--- src/rtl/picorv_pcpi_arbiter_if.sv ---
// PCPI bundle shared between the core/units side and the arbiter.
// Unit buses are packed flat: unit i occupies [i*XLEN +: XLEN].
interface picorv_pcpi_arbiter_if #(
  parameter int unsigned XLEN   = 32,
  parameter int unsigned NUNITS = 2
);
  logic                     pcpi_valid;
  logic                     pcpi_rs1_valid;
  logic                     pcpi_rs2_valid;
  logic                     pcpi_ready;
  logic                     pcpi_wb_write;
  logic [XLEN-1:0]          pcpi_wb_data;
  logic                     pcpi_br_enable;
  logic [XLEN-1:0]          pcpi_br_nextpc;
  logic                     pcpi_trap;
  logic [NUNITS-1:0]        unit_valid;
  logic [NUNITS-1:0]        unit_ready;
  logic [NUNITS-1:0]        unit_wb_write;
  logic [NUNITS*XLEN-1:0]   unit_wb_data;
  logic [NUNITS-1:0]        unit_br_enable;
  logic [NUNITS*XLEN-1:0]   unit_br_nextpc;

  // Core and execution units together.
  modport master (
    output pcpi_valid, pcpi_rs1_valid, pcpi_rs2_valid,
    output unit_ready, unit_wb_write, unit_wb_data, unit_br_enable, unit_br_nextpc,
    input  pcpi_ready, pcpi_wb_write, pcpi_wb_data, pcpi_br_enable, pcpi_br_nextpc, pcpi_trap,
    input  unit_valid
  );

  // Arbiter.
  modport slave (
    input  pcpi_valid, pcpi_rs1_valid, pcpi_rs2_valid,
    input  unit_ready, unit_wb_write, unit_wb_data, unit_br_enable, unit_br_nextpc,
    output pcpi_ready, pcpi_wb_write, pcpi_wb_data, pcpi_br_enable, pcpi_br_nextpc, pcpi_trap,
    output unit_valid
  );
endinterface

--- src/rtl/picorv_pcpi_arbiter.sv ---
// Shares one core PCPI channel among NUNITS execution units with fixed priority
// (index 0 highest) and traps when no unit claims the instruction in time.
module picorv_pcpi_arbiter #(
  parameter int unsigned XLEN    = 32,
  parameter int unsigned NUNITS  = 2,
  parameter int unsigned TIMEOUT = 16
) (
  input  logic                        clock,
  input  logic                        resetn,
  picorv_pcpi_arbiter_if.slave        bus,
  output logic [2:0]                  last_grant,
  output logic                        multi_claim
);

  localparam logic [1:0] StIdle  = 2'd0;
  localparam logic [1:0] StBusy  = 2'd1;
  localparam logic [1:0] StTrap  = 2'd2;
  localparam logic [1:0] StDrain = 2'd3;

  localparam logic [7:0] CntLast = 8'(TIMEOUT - 1);

  logic [1:0]      state_q, state_d;
  logic [7:0]      cnt_q, cnt_d;
  logic [2:0]      last_grant_q, last_grant_d;
  logic            multi_claim_q, multi_claim_d;

  logic [2:0]      sel_idx;
  logic            sel_wb_write, sel_br_enable;
  logic [XLEN-1:0] sel_wb_data, sel_br_nextpc;
  logic            busy, any_ready, grant, rs_ok, multi;

  assign busy      = (state_q == StBusy);
  assign any_ready = |bus.unit_ready;
  assign grant     = busy && bus.pcpi_valid && any_ready;
  assign rs_ok     = bus.pcpi_rs1_valid && bus.pcpi_rs2_valid;
  // More than one bit set: clearing the lowest set bit leaves something.
  assign multi     = |(bus.unit_ready & (bus.unit_ready - NUNITS'(1)));

  // Descending scan so the lowest claiming index is the one left selected.
  always_comb begin
    sel_idx       = '0;
    sel_wb_write  = 1'b0;
    sel_wb_data   = '0;
    sel_br_enable = 1'b0;
    sel_br_nextpc = '0;
    for (int i = int'(NUNITS) - 1; i >= 0; i--) begin
      if (bus.unit_ready[i]) begin
        sel_idx       = 3'(i);
        sel_wb_write  = bus.unit_wb_write[i];
        sel_wb_data   = bus.unit_wb_data[i*XLEN +: XLEN];
        sel_br_enable = bus.unit_br_enable[i];
        sel_br_nextpc = bus.unit_br_nextpc[i*XLEN +: XLEN];
      end
    end
  end

  always_comb begin
    state_d       = state_q;
    cnt_d         = cnt_q;
    last_grant_d  = last_grant_q;
    multi_claim_d = multi_claim_q;
    case (state_q)
      StIdle: begin
        if (bus.pcpi_valid) begin
          state_d = StBusy;
          cnt_d   = '0;
        end
      end
      StBusy: begin
        if (!bus.pcpi_valid) begin
          state_d = StIdle;
          cnt_d   = '0;
        end else if (any_ready) begin
          state_d      = StIdle;
          cnt_d        = '0;
          last_grant_d = sel_idx;
          if (multi) multi_claim_d = 1'b1;
        end else if (rs_ok) begin
          // Counter holds at CntLast; the trap transition takes over there.
          if (cnt_q == CntLast) state_d = StTrap;
          else                  cnt_d   = cnt_q + 8'd1;
        end
      end
      StTrap:  state_d = StDrain;
      StDrain: if (!bus.pcpi_valid) state_d = StIdle;
      default: state_d = StIdle;
    endcase
  end

  always_ff @(posedge clock or negedge resetn) begin
    if (!resetn) begin
      state_q       <= StIdle;
      cnt_q         <= '0;
      last_grant_q  <= '0;
      multi_claim_q <= 1'b0;
    end else begin
      state_q       <= state_d;
      cnt_q         <= cnt_d;
      last_grant_q  <= last_grant_d;
      multi_claim_q <= multi_claim_d;
    end
  end

  always_comb begin
    bus.unit_valid     = {NUNITS{busy && bus.pcpi_valid}};
    bus.pcpi_ready     = grant;
    bus.pcpi_wb_write  = grant && sel_wb_write;
    bus.pcpi_wb_data   = grant ? sel_wb_data : '0;
    bus.pcpi_br_enable = grant && sel_br_enable;
    bus.pcpi_br_nextpc = grant ? sel_br_nextpc : '0;
    bus.pcpi_trap      = (state_q == StTrap);
  end

  assign last_grant  = last_grant_q;
  assign multi_claim = multi_claim_q;

endmodule

--- src/flat_wrapper.sv ---
// flat-port wrapper written by rule: the top's interface ports become plain ports
module picorv_pcpi_arbiter_flat 
#(
  parameter int unsigned XLEN    = 32,
  parameter int unsigned NUNITS  = 2,
  parameter int unsigned TIMEOUT = 16
)
  (clock, resetn, last_grant, multi_claim, bus_pcpi_valid, bus_pcpi_rs1_valid, bus_pcpi_rs2_valid, bus_unit_ready, bus_unit_wb_write, bus_unit_wb_data, bus_unit_br_enable, bus_unit_br_nextpc, bus_pcpi_ready, bus_pcpi_wb_write, bus_pcpi_wb_data, bus_pcpi_br_enable, bus_pcpi_br_nextpc, bus_pcpi_trap, bus_unit_valid);
  picorv_pcpi_arbiter_if #(.XLEN(XLEN), .NUNITS(NUNITS)) bus_i ();
  input  logic clock;
  input  logic resetn;
  output logic [2:0] last_grant;
  output logic multi_claim;
  input wire logic [$bits(bus_i.pcpi_valid)-1:0] bus_pcpi_valid;
  input wire logic [$bits(bus_i.pcpi_rs1_valid)-1:0] bus_pcpi_rs1_valid;
  input wire logic [$bits(bus_i.pcpi_rs2_valid)-1:0] bus_pcpi_rs2_valid;
  input wire logic [$bits(bus_i.unit_ready)-1:0] bus_unit_ready;
  input wire logic [$bits(bus_i.unit_wb_write)-1:0] bus_unit_wb_write;
  input wire logic [$bits(bus_i.unit_wb_data)-1:0] bus_unit_wb_data;
  input wire logic [$bits(bus_i.unit_br_enable)-1:0] bus_unit_br_enable;
  input wire logic [$bits(bus_i.unit_br_nextpc)-1:0] bus_unit_br_nextpc;
  output wire logic [$bits(bus_i.pcpi_ready)-1:0] bus_pcpi_ready;
  output wire logic [$bits(bus_i.pcpi_wb_write)-1:0] bus_pcpi_wb_write;
  output wire logic [$bits(bus_i.pcpi_wb_data)-1:0] bus_pcpi_wb_data;
  output wire logic [$bits(bus_i.pcpi_br_enable)-1:0] bus_pcpi_br_enable;
  output wire logic [$bits(bus_i.pcpi_br_nextpc)-1:0] bus_pcpi_br_nextpc;
  output wire logic [$bits(bus_i.pcpi_trap)-1:0] bus_pcpi_trap;
  output wire logic [$bits(bus_i.unit_valid)-1:0] bus_unit_valid;
  assign bus_i.pcpi_valid = bus_pcpi_valid;
  assign bus_i.pcpi_rs1_valid = bus_pcpi_rs1_valid;
  assign bus_i.pcpi_rs2_valid = bus_pcpi_rs2_valid;
  assign bus_i.unit_ready = bus_unit_ready;
  assign bus_i.unit_wb_write = bus_unit_wb_write;
  assign bus_i.unit_wb_data = bus_unit_wb_data;
  assign bus_i.unit_br_enable = bus_unit_br_enable;
  assign bus_i.unit_br_nextpc = bus_unit_br_nextpc;
  assign bus_pcpi_ready = bus_i.pcpi_ready;
  assign bus_pcpi_wb_write = bus_i.pcpi_wb_write;
  assign bus_pcpi_wb_data = bus_i.pcpi_wb_data;
  assign bus_pcpi_br_enable = bus_i.pcpi_br_enable;
  assign bus_pcpi_br_nextpc = bus_i.pcpi_br_nextpc;
  assign bus_pcpi_trap = bus_i.pcpi_trap;
  assign bus_unit_valid = bus_i.unit_valid;
  picorv_pcpi_arbiter #(.XLEN(XLEN), .NUNITS(NUNITS), .TIMEOUT(TIMEOUT)) u_core (.clock(clock), .resetn(resetn), .bus(bus_i), .last_grant(last_grant), .multi_claim(multi_claim));
endmodule
--- config.mk ---
export PLATFORM = sky130hd
export DESIGN_NAME = picorv_pcpi_arbiter_flat
export DESIGN_NICKNAME = d
export VERILOG_FILES = /design/src/rtl/picorv_pcpi_arbiter_if.sv /design/src/rtl/picorv_pcpi_arbiter.sv /design/src/flat_wrapper.sv
export SDC_FILE = /design/constraint.sdc
export NUM_CORES = 1
export LEC_CHECK = 0
export CELL_PAD_IN_SITES_DETAIL_PLACEMENT = 1
export CELL_PAD_IN_SITES_GLOBAL_PLACEMENT = 1
export CORE_UTILIZATION = 14
export CTS_CLUSTER_SIZE = 24
export DETAILED_ROUTE_END_ITERATION = 10
export PLACE_DENSITY = 0.84
export SLEW_MARGIN = 25
export SYNTH_ARGS = -nofsm -noshare
export SYNTH_HDL_FRONTEND = slang
export SYNTH_SLANG_ARGS = --single-unit
--- constraint.sdc ---
create_clock -name clock -period 2.1 [get_ports clock]
set_input_delay 0.525 -clock clock [delete_from_list [all_inputs] [get_ports clock]]
set_output_delay 0.525 -clock clock [all_outputs]
set_load 0.02 [all_outputs]
==> key figures, run 1 <==
Power and ir drop
  – Final Power: between 1 and 1.5 mW
  – PwrDens: approximately 260 nW/µm²
  – P_leak: around 1.8 nW
  – VDD IR-drop max: around 0.3 mV

Detailed routing
  – Post-route DRC: 0
  – WL/cell: roughly 19 µm
  – Total Routed Length: a little under 10000 µm
  – Iteration-0 DRC Markers: 51
  – Vias per cell: 4.53
  – Vias: approximately 2400
  – DR top layer: met4
  – Post-Route M1 WL: 3560 µm
  – DR WL met2: roughly 5400 µm
  – Met3 wire length: 655 µm
  – Drt first pass iters: 4
  – Remaining antenna violation count after routing: 0

Global routing
  – Overall routing resource usage: 0.168
  – Initial antenna violation count: 1
  – Largest net degree at the start of global routing: 32
  – Number of global-route vias before repair: roughly 2500
  – GR Overflow Total: 0
  – First-pass GRT wire length: about 13000 µm

STA
  – RSZ-0062 raised after global routing: true
  – Final period utilization: 1.06
  – Final Skew: approximately 8.4 ps
  – Max Slew Vio Count: 0
  – F_max: 447 MHz
  – Relative slew margins: 0.625
  – Slew at the pin closest to its max-slew limit: roughly 560 ps
  – Hold Fails Final Rpt: 0
  – Final setup vio count: 66
  – Total negative slack: -6720 ps
  – Final min period: ~2200 ps
  – Worst setup margin: -135 ps

Worst setup path
  – Critical path's largest stage delay: 370 ps
  – FF-to-FF path depth: 4
  – Family with the most delay on the worst path: buffers and inverters
  – Critical path peak fanout: 9
  – Worst path slowest cell: dfrtp_1
  – Worst r2r dst: u_core.cnt_q[2]$_DFFE_PN0P_
  – Reg-to-reg startpoint: u_core.cnt_q[4]$_DFFE_PN0P_
  – Worst R2R Setup Slack: around 400 ps
  – Crit path buffers/inverters: 4
  – CP Cell Sequence: nand3b_4 > nor3b_4 > buf_12 > buf_8 > clkbuf_16 > a22o_1 > buf_6
  – CP Class: register to output pin
  – CP arrival: between 1500 and 2000 ps
  – Critical Path RT: about 1600 ps
  – Type of element capturing the critical path: output pin
  – Startpoint Class: register

Cells and area
  – Proportion of layout cells with a drive suffix above 1: 0.302
  – Layout area overhead: 198%
  – Multi-input logic area: 1030 µm²
  – FF/Latch Area: between 300 and 400 µm²
  – Nets: 529
  – Fin cells: between 500 and 600
  – Final core utilization: 0.434
  – Filler Cells Inserted: between 1000 and 1500

Die
  – Die width: around 100 µm
  – Die Area: 10600 µm²
  – I/O Pins: ~210
  – Core Region: between 9000 and 10000 µm²
  – Die height: slightly above 100 µm
  – FP Rows: 36
  – Initial core utilization: 0.146

Yosys
  – Netlist cell types: 37
  – Async SR Flop Fraction: 1.00
  – Mapped cell area: approximately 1400 µm²
  – Post-synth EDFFs: 0
  – Seq/Total Area, Yosys: 0.210
  – Avg Cell Area, Syn: just under 9 µm²
  – Synth area leader: a22o_1
  – Synth Instances: between 150 and 200
  – Synth top area cells: a22o_1, dfrtp_1, buf_4, nand3_1, buf_2
  – Area share of the largest cell type after synthesis: 0.405
  – Top_reg_cell synth: dfrtp_1
  – Flops & latches, synth: 12
  – Ys Warns: 0

Clocking
  – H-tree Lvls: 1
  – Root Buffer Master: clkbuf_8
  – Reg clk slew, reported paths: approximately 50 ps
  – CTS sink cnt: 12
  – TritonCTS clock tree: done
  – Clk_lat worst skew: between 200 and 250 ps
  – CTS max path bufs: 2
  – Cts bufs inserted: 3
  – Hold_buf cts: 0

Worst hold path
  – HP Start: u_core.multi_claim$_DFFE_PN0P_
  – Worst Hold Class: register to register
  – Hold Path Depth: 1
  – Worst Hold Endpoint: u_core.multi_claim$_DFFE_PN0P_

Placement
  – RePlAce Congestion: 0.854
  – DP HPWL: 7400 µm
  – PortBufs: between 200 and 250
  – Cell total after placement: roughly 500

Run
  – Max Cap Viol: 0

Status
  – Status: finished with violations
  – Failing checks: negative setup slack
## where the power goes
part           switching [mW]  internal (mW)  leakage [nW]
clock                  0.0822          0.126        0.0216
combinational           0.245          0.426          1.65
sequential            0.00500          0.239         0.160
total                   0.332          0.791          1.83
## synth_stat cells (all sizes together) (2+ instances only)
cell type,count
nand2,6
nand2b,3
nand3,9
and2,2
dfrtp,12
nor2,5
nor4,2
nor3,3
a31oi,5
a21oi,3
nand4,2
a22o,66
o21ai,3
o211ai,2
buf,19
inv,2
## routing by layer
layer,up-vias,track usage
li1,1111,-
met1,1145,0.171
met2,94,0.343
met3,12,0.0258
met4,0,0.0531
met5,-,0
## cell usage in the layout, fill, tap and decap left out, drive strengths merged, types with 2 or more instances in the layout
| cell type | netlist | routed |
|---|---|---|
| clkdlybuf4s50 | 0 | 137 |
| nand2 | 6 | 6 |
| nand4 | 2 | 2 |
| o21ai | 3 | 3 |
| nand2b | 3 | 3 |
| conb | 1 | 2 |
| and2 | 2 | 2 |
| dlygate4sd2 | 0 | 4 |
| clkbuf | 0 | 5 |
| buf | 19 | 98 |
| nor4 | 2 | 2 |
| o211ai | 2 | 2 |
| nor2 | 5 | 5 |
| a21oi | 3 | 3 |
| a31oi | 5 | 5 |
| dfrtp | 12 | 12 |
| inv | 2 | 2 |
| nand3 | 9 | 9 |
| nor3 | 3 | 3 |
| a22o | 66 | 66 |
## what timing repair did
| item | CTS | global route |
|---|---|---|
| gates resized for setup | 420 | 1 |
| setup endpoints to repair | 70 | 66 |
| setup buffers | 7 | 0 |
| pin swaps | 26 | 34 |
| cloned | 7 | 2 |
## through the flow
step | hold WS, ps | instance area (µm²) | setup slack, ps
after CTS | 502 | 4200 | -150
final | 496 | 4260 | -135
after global routing | 514 | 4260 | -250
after detailed placement | 490 | 3750 | -1020
after global placement | 446 | 3750 | -970
after floorplan | 229 | 1430 | 54.0
## state kept, by name, indices dropped and copies added, names as in the netlist, named ones only
signal,count
u_core.cnt_q,8
u_core.last_grant,1
u_core.multi_claim,1
u_core.state_q,1
## final cells by class
| type | count | share of cell area |
|---|---|---|
| Sequential cell | 12 | 0.0705 |
| Multi-Input combinational cell | 128 | 0.241 |
| Tap cell | 133 | 0.0391 |
| Timing Repair Buffer | 242 | 0.637 |
| Inverter | 2 | 0.00235 |
| Clock buffer | 3 | 0.00969 |
| Antenna cell | 1 | 0.000587 |
## logic make-up after synthesis
kind of cell / after synthesis / share of synthesized area
compound gates: 85 / 0.508
xor+xnor: 2 / 0.0123
fa+ha+maj: 1 / 0.00876
buf+inv: 21 / 0.0989
flops: 12 / 0.210
other cells: 1 / 0.00262
simple gates: 38 / 0.159
## worst max-delay path by stage
stage / endpoint / slack, ps / cells past startpoint
after floorplan: bus_pcpi_wb_data[10] / 50 / 7
after global placement: bus_pcpi_br_enable / -970 / 6
after detailed placement: bus_pcpi_br_nextpc[22] / -1020 / 6
after CTS: bus_pcpi_br_nextpc[31] / -150 / 7
after global routing: bus_pcpi_br_nextpc[14] / -250 / 7
final: bus_pcpi_br_nextpc[14] / -140 / 7
(Power assumes the default switching activity.)
==> run 2: changes to the inputs <==
HOLD_SLACK_MARGIN = 0.12   (was not set)
SKIP_CTS_REPAIR_TIMING = 1   (was not set)
==> run 2 against run 1 <==
Net effect: the flow still finishes with violations (negative setup slack); count of clock-buffer cells in the layout stayed put; total power is 3.8% lower; routed wire length is 6.1% lower; fmax is 2.3% higher; sequential share of layout area is 0.58 points higher; via count is 3.1% lower; clock skew hardly changed; sequential power hardly changed; global-route usage is 2.0 points lower; setup slack better by 51 ps; final cell count is 1.9% lower; hold slack better by 1.7 ps; critical path type unchanged; critical endpoint is now bus_pcpi_br_nextpc[22]; largest cell class unchanged; highest routed layer unchanged.
==> key figures, run 2 (synthesis gave the netlist of run 1 again) <==
Status
  – Status: finished with violations
  – Failing checks: negative setup slack

Die
  – Die Area: around 11000 µm²
  – Initial core utilization: 0.146
  – Core Region: 9820 µm²
  – Die height: roughly 100 µm
  – FP Rows: 36
  – Die width: just over 100 µm
  – I/O Pins: 213

Worst hold path
  – Hold Path Depth: 1
  – Worst Hold Class: register to register

Run
  – Max Cap Viol: 0

STA
  – Slew at the pin closest to its max-slew limit: 562 ps
  – Final min period: 2180 ps
  – RSZ-0062 raised after global routing: true
  – Final setup vio count: 66
  – Max Slew Vio Count: 0
  – Worst setup margin: -84.3 ps
  – Relative slew margins: 0.624
  – F_max: about 460 MHz
  – Final Skew: 8.20 ps
  – Final period utilization: 1.04
  – Hold Fails Final Rpt: 0
  – Total negative slack: -3160 ps

Cells and area
  – Layout area overhead: 175%
  – Commonest non-fill, non-tap cell in the layout: clkdlybuf4s50_1
  – Post-route cell area: 3940 µm²
  – Biggest register: u_core.cnt_q
  – Proportion of layout cells with a drive suffix above 1: 0.271
  – Max reg flops: 8
  – Most frequent cells in the layout: clkdlybuf4s50_1, a22o_1, buf_6
  – Final core utilization: 0.401
  – Nets: approximately 520

Worst setup path
  – Critical path peak fanout: 9
  – CP Capture Point: bus_pcpi_br_nextpc[22]
  – Worst r2r dst: u_core.cnt_q[2]$_DFFE_PN0P_
  – Startpoint Class: register
  – CP Class: register to output pin
  – WP depth: 6
  – Critical Path RT: between 1500 and 2000 ps
  – Crit path buffers/inverters: 3
  – FF-to-FF path depth: 4
  – CP most frequent cell: buf_6
  – CP arrival: 1660 ps
  – Worst path slowest cell: dfrtp_1
  – Type of element capturing the critical path: output pin
  – Critical path's largest stage delay: about 370 ps
  – Family with the most delay on the worst path: buffers and inverters
  – Reg-to-reg startpoint: u_core.cnt_q[4]$_DFFE_PN0P_
  – Worst R2R Setup Slack: ~400 ps
  – CP Cell Sequence: nand3b_4 > nor3b_4 > buf_6 > clkbuf_16 > a22o_1 > buf_6

Detailed routing
  – Drt first pass iters: 4
  – Vias: approximately 2300
  – Iteration-0 DRC Markers: 50
  – Vias per cell: approximately 4.5
  – Post-route DRC: 0
  – WL/cell: ~18 µm
  – Total Routed Length: 9210 µm
  – Remaining antenna violation count after routing: 0

Placement
  – Area post-placement: roughly 3800 µm²
  – PortBufs: between 200 and 250
  – DP HPWL: between 7000 and 8000 µm
  – RePlAce Congestion: approximately 0.85

Clocking
  – CTS max path bufs: 2
  – CTS sink cnt: 12
  – Reg clk slew, reported paths: 50 ps
  – Root Buffer Master: clkbuf_8
  – TritonCTS clock tree: done
  – H-tree Lvls: 1
  – Clk_lat worst skew: ~240 ps
  – Cts bufs inserted: 3

Global routing
  – Largest net degree at the start of global routing: 37
  – First-pass GRT wire length: approximately 12000 µm
  – Number of global-route vias before repair: around 2400
  – Overall routing resource usage: 0.147
  – GR Overflow Total: 0
  – Initial antenna violation count: 1

Power and ir drop
  – Clock power frac: 0.194
  – Internal power: 0.760 mW
  – Comb pwr share: 0.580
  – Switching pwr: 0.320 mW
  – P_leak: 1.76 nW
  – PwrDens: 274 nW/µm²
  – Fraction of power spent switching nets: 0.297
  – Final Power: ~1.1 mW
  – VDD IR-drop max: 0.291 mV
  – Sequential Power Share: 0.226
-- run 2: cell type report --
cell class	instances	area [µm²]
Inverter	2	7.51
Timing Repair Buffer	231	2410
Fill cell	1164	5880
Sequential cell	12	300
Clock buffer	3	41.3
Antenna cell	2	5.00
Tap cell	133	166
Multi-Input combinational cell	128	1010
-- run 2: through the flow --
| stage | hold slack [ps] | std cells | worst slack [ps] |
|---|---|---|---|
| final | 498 | 511 | -84.3 |
| after global routing | 514 | 510 | -194 |
| after CTS | 502 | 504 | -1020 |
| after detailed placement | 490 | 501 | -1020 |
| after global placement | 446 | 501 | -970 |
| after floorplan | 229 | 161 | 54.0 |
-- run 2: worst min-delay path by stage --
stage | startpoint | to
after global placement | u_core.multi_claim$_DFFE_PN0P_ | u_core.multi_claim$_DFFE_PN0P_
after global routing | u_core.multi_claim$_DFFE_PN0P_ | u_core.multi_claim$_DFFE_PN0P_
after CTS | u_core.multi_claim$_DFFE_PN0P_ | u_core.multi_claim$_DFFE_PN0P_
final | u_core.multi_claim$_DFFE_PN0P_ | u_core.multi_claim$_DFFE_PN0P_
after detailed placement | u_core.multi_claim$_DFFE_PN0P_ | u_core.multi_claim$_DFFE_PN0P_
after floorplan | resetn | async pin
-- run 2: power groups by stage --
stage | Combinational (mW) | Sequential, mW | Clock [mW]
4_1_cts | 0.613 | 0.244 | 0.216
6_report | 0.627 | 0.244 | 0.209
5_1_grt | 0.662 | 0.244 | 0.226
3_3_place_gp | 0.597 | 0.247 | 0
2_1_floorplan | 0.182 | 0.253 | 0
3_5_place_dp | 0.610 | 0.248 | 0
-- run 2: metal layers --
metal / wire [µm] / up-vias / global-route usage / share of wire
met1: 3270 / 1097 / 0.142 / 0.36
met3: 686 / 8 / 0.0251 / 0.074
met4: 117 / 0 / 0.0423 / 0.013
met5: 0 / - / 0 / 0
li1: - / 1083 / - / -
met2: 5140 / 100 / 0.312 / 0.56
==> run 3: changes to the inputs <==
CORE_ASPECT_RATIO = 0.9   (was not set)
==> run 3 against run 2 <==
Net effect: the flow still finishes with violations (negative setup slack); die area barely moved; routed wire length rose by 12%; sequential power barely moved; fmax fell by 2.0%; hold slack got worse by 41 ps; sequential share of layout area rose by 0.086 points; count of clock-buffer cells in the layout did not move; register-to-register slack improved by 20 ps; design area fell by 1.1%; critical path type unchanged; largest power group unchanged.
==> key figures, run 3 (synthesis gave the netlist of run 1 again) <==
Status
  – Status: finished with violations
  – Failing checks: negative setup slack

STA
  – Final setup vio count: slightly above 60
  – Final period utilization: 1.06
  – Max Slew Vio Count: 0
  – Worst setup margin: -128 ps
  – Final min period: 2230 ps
  – Total negative slack: -5470 ps
  – Relative slew margins: 0.619
  – RSZ-0062 raised after global routing: true
  – Final Skew: ~2.7 ps
  – Hold Fails Final Rpt: 0
  – F_max: between 400 and 500 MHz
  – Slew at the pin closest to its max-slew limit: between 500 and 600 ps

Worst setup path
  – CP arrival: around 1700 ps
  – Critical Path RT: 1570 ps
  – Critical path peak fanout: 7
  – Type of element capturing the critical path: output pin
  – Startpoint Class: register
  – CP Class: register to output pin

Cells and area
  – Final core utilization: 0.398
  – Biggest register: u_core.cnt_q
  – Multi-input logic area: ~1000 µm²
  – Commonest non-fill, non-tap cell in the layout: clkdlybuf4s50_1
  – Filler Cells Inserted: approximately 1100
  – Layout area overhead: 172%
  – Proportion of layout cells with a drive suffix above 1: 0.272
  – Most frequent cells in the layout: clkdlybuf4s50_1, a22o_1, buf_6
  – Fin cells: about 510
  – Nets: 520
  – Max reg flops: 8
  – FF/Latch Area: roughly 300 µm²

Global routing
  – First-pass GRT wire length: roughly 13000 µm
  – Initial antenna violation count: 1
  – GR Overflow Total: 0
  – Number of global-route vias before repair: ~2400
  – Overall routing resource usage: 0.161
  – Largest net degree at the start of global routing: 56

Clocking
  – Root Buffer Master: clkbuf_16
  – Reg clk slew, reported paths: 40 ps
  – Clk_lat worst skew: ~240 ps
  – CTS sink cnt: 12
  – Cts bufs inserted: 3
  – TritonCTS clock tree: done
  – H-tree Lvls: 1
  – CTS max path bufs: 2

Die
  – Initial core utilization: 0.146
  – Die width: approximately 110 µm
  – FP Rows: 34
  – Die Area: 10600 µm²
  – I/O Pins: ~210
  – Core Region: ~10000 µm²
  – Die height: 97.8 µm

Detailed routing
  – Post-route DRC: 0
  – Total Routed Length: roughly 10000 µm
  – Drt first pass iters: 4
  – Remaining antenna violation count after routing: 0
  – Iteration-0 DRC Markers: 71
  – Vias: ~2400
  – Vias per cell: ~4.7
  – WL/cell: around 20 µm

Placement
  – Cell total after placement: roughly 490
  – RePlAce Congestion: approximately 0.82
  – Dpl ws: -992 ps
  – PortBufs: 210
  – DP HPWL: approximately 8000 µm

Power and ir drop
  – VDD IR-drop max: 0.187 mV
  – P_leak: about 1.8 nW
  – PwrDens: 312 nW/µm²

Run
  – Max Cap Viol: 0

Worst hold path
  – Worst Hold Class: register to register
## run 3: critical path: stages, from the launching register on
cell and delay, ps:
dfrtp_1 380, nand3b_4 190, nor3b_4 210, buf_6 200
clkbuf_16 180, a22o_1 170, buf_6 130
## run 3: final cells by class
cell class,instances,share of cell area
antenna,1,0.000643
tap,126,0.0405
multi-input combinational,128,0.257
inverter,2,0.00193
sequential,12,0.0772
clock buffer,3,0.0193
timing repair buffer,233,0.604
## run 3: power breakdown
part           switching, mW  internal, mW
sequential           0.00462         0.239
combinational          0.240         0.383
clock                  0.100         0.248
total                  0.345         0.871
## run 3: path summary, 6_finish.rpt
kind / start / end / slack (ps) / cells past startpoint
min reg2reg: u_core.multi_claim$_DFFE_PN0P_ / u_core.multi_claim$_DFFE_PN0P_ / 460 / 1
max: register / bus_pcpi_wb_data[11] / -130 / 6
min: u_core.multi_claim$_DFFE_PN0P_ / u_core.multi_claim$_DFFE_PN0P_ / 460 / 1
max in group asynchronous: resetn / u_core.cnt_q[1]$_DFFE_PN0P_ / 1070 / 1
max reg2reg: u_core.cnt_q[4]$_DFFE_PN0P_ / u_core.cnt_q[4]$_DFFE_PN0P_ / 420 / 5
min in group asynchronous: resetn / async pin / 650 / 1
## run 3: layer usage
layer / track usage / vias up / wire length, µm
met5: 0 / - / 0
met4: 0.0395 / 0 / 178
met3: 0.0421 / 12 / 855
met2: 0.317 / 120 / 5630
met1: 0.164 / 1146 / 3660
li1: - / 1086 / -
## run 3: stage by stage
step / area, µm² / hold slack, ps / power, mW
finish: 3890 / 457 / 1.22
global route: 3890 / 494 / 1.27
CTS: 3790 / 466 / 1.21
detailed placement: 3720 / 451 / 0.859
global placement: 3720 / 444 / 0.849
floorplan: 1430 / 229 / 0.434
